<file path="src/rtl/fm_demod.sv">
// Zero-crossing FM demodulator: measures the strobe count between rising crossings
// of a hysteresis band and reports it, averaged when FM_DEMOD_AVG_EN is defined.
module fm_demod #(
   parameter int AMP_WIDTH = 10,
   parameter int CNT_WIDTH = 16,
   parameter int HYST      = 16,
   parameter int AVG_LOG2  = 2
) (
   input  logic                 clk,
   input  logic                 reset,
   input  logic                 en,
   input  logic [AMP_WIDTH-1:0] sample,
   output logic [CNT_WIDTH-1:0] period,
   output logic                 period_valid,
   output logic                 locked,
   output logic                 timeout,
   output logic [1:0]           o_dbg_state
);

   typedef enum logic [1:0] {
      ST_IDLE  = 2'd0,
      ST_ARMED = 2'd1,
      ST_HIGH  = 2'd2
   } state_t;

   localparam logic [AMP_WIDTH-1:0] LP_MID = {1'b1, {(AMP_WIDTH-1){1'b0}}};
   localparam logic [AMP_WIDTH-1:0] LP_HI  = LP_MID + AMP_WIDTH'(HYST);
   localparam logic [AMP_WIDTH-1:0] LP_LO  = LP_MID - AMP_WIDTH'(HYST);
   // Largest cnt value kept: cnt+1 then still fits in CNT_WIDTH bits.
   localparam logic [CNT_WIDTH-1:0] LP_SAT = {{(CNT_WIDTH-1){1'b1}}, 1'b0};

   state_t                 r_state;
   logic [CNT_WIDTH-1:0]   r_cnt;
   logic                   r_first;
   logic [CNT_WIDTH-1:0]   r_period;
   logic                   r_period_valid;
   logic                   r_locked;
   logic                   r_timeout;

   logic                   w_below;
   logic                   w_above;
   logic                   w_cross;
   logic                   w_sat;
   logic [CNT_WIDTH-1:0]   w_raw;

`ifdef FM_DEMOD_AVG_EN
   localparam int ACC_W = CNT_WIDTH + AVG_LOG2;
   localparam logic [AVG_LOG2-1:0] LP_AVG_LAST = '1;

   logic [ACC_W-1:0]       r_acc;
   logic [AVG_LOG2-1:0]    r_avg_cnt;
   logic [ACC_W-1:0]       w_sum;

   assign w_sum = r_acc + ACC_W'(w_raw);
`endif

   assign w_below = (sample < LP_LO);
   assign w_above = (sample > LP_HI);
   // Only an ARMED->HIGH transition counts as a crossing; the band gives hysteresis.
   assign w_cross = en && (r_state == ST_ARMED) && w_above;
   // Timing runs only after the first crossing, so an idle input never times out.
   assign w_sat   = en && !r_first && !w_cross && (r_cnt == LP_SAT);
   assign w_raw   = r_cnt + CNT_WIDTH'(1);

   always_ff @(posedge clk) begin
      if (reset) begin
         r_state        <= ST_IDLE;
         r_cnt          <= '0;
         r_first        <= 1'b1;
         r_period       <= '0;
         r_period_valid <= 1'b0;
         r_locked       <= 1'b0;
         r_timeout      <= 1'b0;
`ifdef FM_DEMOD_AVG_EN
         r_acc          <= '0;
         r_avg_cnt      <= '0;
`endif
      end else begin
         r_period_valid <= 1'b0;
         r_timeout      <= 1'b0;
         if (en) begin
            if (w_cross) begin
               r_state <= ST_HIGH;
               r_cnt   <= '0;
               r_first <= 1'b0;
               if (!r_first) begin
`ifdef FM_DEMOD_AVG_EN
                  if (r_avg_cnt == LP_AVG_LAST) begin
                     r_period       <= CNT_WIDTH'(w_sum >> AVG_LOG2);
                     r_period_valid <= 1'b1;
                     r_locked       <= 1'b1;
                     r_acc          <= '0;
                     r_avg_cnt      <= '0;
                  end else begin
                     r_acc     <= w_sum;
                     r_avg_cnt <= r_avg_cnt + AVG_LOG2'(1);
                  end
`else
                  r_period       <= w_raw;
                  r_period_valid <= 1'b1;
                  r_locked       <= 1'b1;
`endif
               end
            end else if (w_sat) begin
               // Signal lost: drop lock and restart from IDLE; period keeps its last value.
               r_state   <= ST_IDLE;
               r_cnt     <= '0;
               r_first   <= 1'b1;
               r_locked  <= 1'b0;
               r_timeout <= 1'b1;
`ifdef FM_DEMOD_AVG_EN
               r_acc     <= '0;
               r_avg_cnt <= '0;
`endif
            end else begin
               if (!r_first) begin
                  r_cnt <= r_cnt + CNT_WIDTH'(1);
               end
               case (r_state)
                  ST_IDLE: begin
                     if (w_below) begin
                        r_state <= ST_ARMED;
                        r_first <= 1'b1;
                     end
                  end
                  ST_HIGH: begin
                     if (w_below) begin
                        r_state <= ST_ARMED;
                     end
                  end
                  default: begin
                  end
               endcase
            end
         end
      end
   end

   assign period       = r_period;
   assign period_valid = r_period_valid;
   assign locked       = r_locked;
   assign timeout      = r_timeout;
   assign o_dbg_state  = r_state;

endmodule
</file>
<file path="config.mk">
export PLATFORM = sky130hd
export DESIGN_NAME = fm_demod
export DESIGN_NICKNAME = d
export VERILOG_FILES = /design/src/rtl/fm_demod.sv
export SDC_FILE = /design/constraint.sdc
export NUM_CORES = 1
export LEC_CHECK = 0
export CORE_AREA = 2 2 75 77
export CTS_BUF_LIST = sky130_fd_sc_hd__clkbuf_4
export DETAILED_ROUTE_END_ITERATION = 10
export DIE_AREA = 0 0 77 79
export MAX_ROUTING_LAYER = met4
export PLACE_DENSITY = 0.58
export SYNTH_ARGS = -nofsm -noshare
export SYNTH_HDL_FRONTEND = slang
export SYNTH_SLANG_ARGS = --single-unit
</file>
<file path="constraint.sdc">
create_clock -name clk -period 4.1 [get_ports clk]
set_clock_uncertainty 0.15 [all_clocks]
set_input_delay 0.615 -clock clk [delete_from_list [all_inputs] [get_ports clk]]
set_output_delay 0.615 -clock clk [all_outputs]
set_load 0.03 [all_outputs]
</file>
; ---- Yosys cells after proc, flatten, opt, wreduce, memory -nomap -nowiden
; Cells that the tools add are included.
[word_totals]
reg_bits = 38
inputBits = 13
word_cells = 54
[op_classes]
add_sub_neg = 1
order_cmp = 2
n_eq_ne = 5
mux = 16
n_bitwise = 3
n_reduce_logical = 20
[op_table]
columns = op, n
row1 = $mux 16, 3
row2 = $add 16x1->16 const B, 1
row3 = $eq 16x16->1 const B, 1
row4 = $reduce_and 3->1, 4
row5 = $gt 10x10->1 const B, 1
row6 = $lt 10x9->1 const B, 1
row7 = $mux 1, 9
row8 = $reduce_bool 3->1, 3
row9 = $mux 2, 4
row10 = $reduce_or 3->1, 2
row11 = $logic_and 1x1->1, 5
row12 = $ne 3x1->1 const B, 1
row13 = $not 1->1, 3
row14 = $eq 2x1->1 const B, 1
row15 = $eq 2x2->1 const B, 1
row16 = $logic_not 1->1, 2
row17 = $logic_not 2->1, 1
row18 = $ne 2x2->1 const B, 1
row19 = $reduce_and 2->1, 1
row20 = $reduce_bool 2->1, 1
row21 = $reduce_or 2->1, 1

; ---- Longest topological paths before layout
[logic_depth]
word_depth = 8
depth_mapped = 8
ltp_nobuf = 7

; ---- Worst setup path after synthesis
; Ideal clock, no wire load.
[synth_timing]
kind = input-to-reg
from = input sample[0]
to = register r_cnt[8]
arrival_ps = 1746
t_required_ps = 3858
slack_ps = 2112
stages = 6
cell_sequence = o41ai_1 > a21o_1 > nand2b_1 > nand2b_1 > buf_2 > o32ai_1
[synth_between]
elab_chain_len = 7
[synth_rtl]
columns = item, line
row1 = start: declaration, 12  ; input logic [AMP_WIDTH-1:0] sample,
row2 = $gt 10x10->1 *, 58  ; assign w_above = (sample > LP_HI);
row3 = $logic_and 1x1->1 *, 60  ; assign w_cross = en && (r_state == ST_ARMED) && w_above;
row4 = $logic_not 1->1, 62  ; assign w_sat = en && !r_first && !w_cross && (r_cnt == LP_SAT);
row5 = $logic_and 1x1->1 (2 in a row), 62
row6 = $ne 3x1->1 (no line) / $mux 16 (equally long branches), n/a
row7 = $reduce_and 2->1 (no line) / $mux 16 (equally long branches), n/a
row8 = end signal: assignment, 117  ; r_cnt <= r_cnt + CNT_WIDTH'(1);
row9 = end: declaration, 33  ; logic [CNT_WIDTH-1:0] r_cnt;
; Mark *: on every way between the ends. The rest lies on a longest branch, timed or not.
; A chain may end at the register's enable or synchronous reset.

; ---- Final worst setup path
[layout_timing]
from = input en
to = register r_cnt[8]
[layout_between]
elab_chain_len = 7
[layout_rtl]
columns = item, line
row1 = start: declaration, 11  ; input logic en,
row2 = $logic_and 1x1->1 (2 in a row), 60
row3 = $logic_not 1->1, 62
row4 = $logic_and 1x1->1 (2 in a row), 62
row5 = $ne 3x1->1 (no line) / $mux 16 (equally long branches), n/a
row6 = $reduce_and 2->1 (no line) / $mux 16 (equally long branches), n/a
; Parallel ways exist; a longest one is shown, timed or not.

==> out/results.ini <==
[worst_setup_path]
timing.rr.end = r_cnt[8]
critPathRequiredTime_ps = 4170
rrSetupSlack_ps = 1860
startpoint = en
worst_path_largest_cell_delay_ps = 550
cp.depth = 6
slowest_stage = clkdlybuf4s50_1
cp_max_fo = 16
r2r_start = r_first
critPathBufInv = 1
cp-start-kind = input port
reg2reg_depth = 5
cp_common_cell = nand2b_1
cp_cell_sequence = clkdlybuf4s50_1 > nand2b_1 > nor3_2 > nand3_2 > nand2b_1 > o32ai_1
crit_type = in2reg
cp-endpoint = r_cnt[8]
path_delay_family = simple AND/OR/NAND/NOR gates
arrival_ps = 2680
end_kind = flip-flop

[global_route]
antenna_found_initial = 0
grt_use_total_pct = 14.2
grt_overflow = 0
grt_pass1_vias = 1421
grt_max_degree = 33
grt_pass1_wl_mm = 6.74

[cells_and_area]
area_growth_pct = 26.6
nNetsFinal = 252
drive_above_1_share_pct = 8.40
final_util_pct = 42.6
nFillCells = 570
final_common_cell = dfxtp_1
final_cell_mix = 38 x dfxtp_1, 36 x nor2_1, 33 x clkdlybuf4s50_1
antenna_cells = 0

[floorplanning]
core_um2 = 5340
die_area_um2 = 6080
start_util_pct = 33.7
chipHeight_um = 79
fp.dieW_um = 77
io_pins = 34
rows = 27

[placed_design]
gp_congestion = 0.829
pre_cts_ws_ps = 1120
dpl.hpwl_mm = 2.90
port_buffers = 33

[synthesis]
ys_types = 39
synth_edf_count = 0
postSynthCellCount = 209
syn_area_um2 = 1800
syn-num-nets = 224
synth_flop_cell = dfxtp_1
ys_seq_area_share_pct = 42.3
synth-seq-cells = 38
postSynthAreaPerCell_um2 = 8.60
synth-async-reset-ratio_pct = 0
yosys_warnings = 0

[clock_network]
htree_levels = 2
ctsResizeCount = 0
clk_latency_ps = 340
cts_max_path_buffers = 2
clockRootBuffer = clkbuf_4
ctsHoldBuffers = 0
cts.clk_slew.worst_paths_ps = 120
cts_tree = done
clock-sinks = 38
numCtsBuffers = 5
cts_setup_buffers = 0

[detailed_routing]
dr.pass1.iters = 4
viasPerCell = 4.91
drt_iter0_drc = 99
drtAntennaViolNets = 0
drt-total-wl_mm = 3.96
drcViolationCount = 0
vias = 1523
wl_per_cell_um = 12.8

[min_path]
timing.hold.worst.class = reg2reg

[sta]
period_needed_ps = 2610
fmax_mhz = 383
drv_slew = 0
fin_hold_ws_ps = 355
finalHoldViolCount = 0
finalSetupTns_ps = 0
period_share_pct = 63.7
relSlewSlack_pct = 49.4
layout_setup_ws_ps = 1490
worstMarginPinSlew_ps = 757
rsz0062_at_grt = false
setup_viol = 0

[run_status]
status = completed

[pwr]
vdd_drop_max_mv = 0.122
power.density_nw_per_um2 = 325
finalPower_uw = 739
p_leak_uw = 0.000694

[job]
cap_viol_max_count = 0

-- worst reg2reg max path, cell delays in order (launching register included) --
cell	delay [ps]
dfxtp_1	380
nand2b_1	420
nor3_2	420
nand3_2	280
nand2b_1	330
o32ai_1	140
-- cell usage after synthesis, types with 5 or more instances --
cell | count | area share, %
dfxtp_1 | 38 | 42
nor2_1 | 37 | 7.7
nand2_1 | 16 | 3.3
a211oi_1 | 14 | 5.8
xnor2_1 | 10 | 4.9
xor2_1 | 10 | 4.9
nand3_1 | 9 | 2.5
buf_2 | 7 | 1.9
clkbuf_1 | 7 | 1.5
a21oi_1 | 6 | 1.7
nand4_1 | 6 | 2.1
a31oi_1 | 5 | 1.7
-- power breakdown --
group / switching [µW] / total [µW] / leakage, µW / internal [µW]
Clock: 126 / 314 / 0.0000528 / 188
Sequential: 7.15 / 381 / 0.000307 / 374
Combinational: 22.1 / 43.2 / 0.000334 / 21.1
-- per-layer routing --
layer / global-route usage (%) / vias to the layer above / wire [µm] / share of wire, %
li1: - / 797 / - / -
met4: 4.64 / 0 / 58 / 1.5
met3: 3.64 / 7 / 135 / 3.4
met5: - / - / 0 / 0
met2: 21.8 / 29 / 1780 / 45
met1: 18.4 / 690 / 1980 / 50
-- through the flow --
stage / cell area (µm²) / std cells
after detailed placement: 2170 / 302
after CTS: 2280 / 310
after global placement: 2170 / 302
final: 2280 / 310
after global routing: 2280 / 310
after floorplan: 1800 / 209
-- worst min path at each step --
stage                    start          to  slack, ps  cells after the start
CTS                  period[3]   period[3]        360                      2
floorplan             r_cnt[1]    r_cnt[1]        320                      2
global placement     period[0]   period[0]        320                      2
finish               period[3]   period[3]        350                      2
detailed placement   period[0]   period[0]        340                      2
global route        period[12]  period[12]        380                      2
-- area by class of cell --
type / count / area (µm²) / area share (%)
clock buffer: 5 / 37.5 / 1.65
clock inverter: 3 / 63.8 / 2.80
inverter: 2 / 7.51 / 0.330
multi-input combinational: 155 / 971 / 42.7
sequential: 38 / 761 / 33.4
tap: 72 / 90.1 / 3.96
timing repair buffer: 35 / 345 / 15.2
-- cells by family after synthesis --
family / after synthesis / share of synthesized area [%]
muxes: 1 / 0.557
DFF: 38 / 42.3
adders and majority gates: 2 / 1.39
and+or+nand+nor: 94 / 26.9
AOI/OAI and AO/OA: 38 / 15.2
buffers and inverters: 16 / 3.83
xor gates and xnor gates: 20 / 9.74
-- state kept, by name, summed over array words and instances (netlist names) --
name,count
r_cnt,16
period_valid,1
locked,1
period,16
timeout,1
r_first,1
o_dbg_state,2
(Power assumes the default switching activity.)
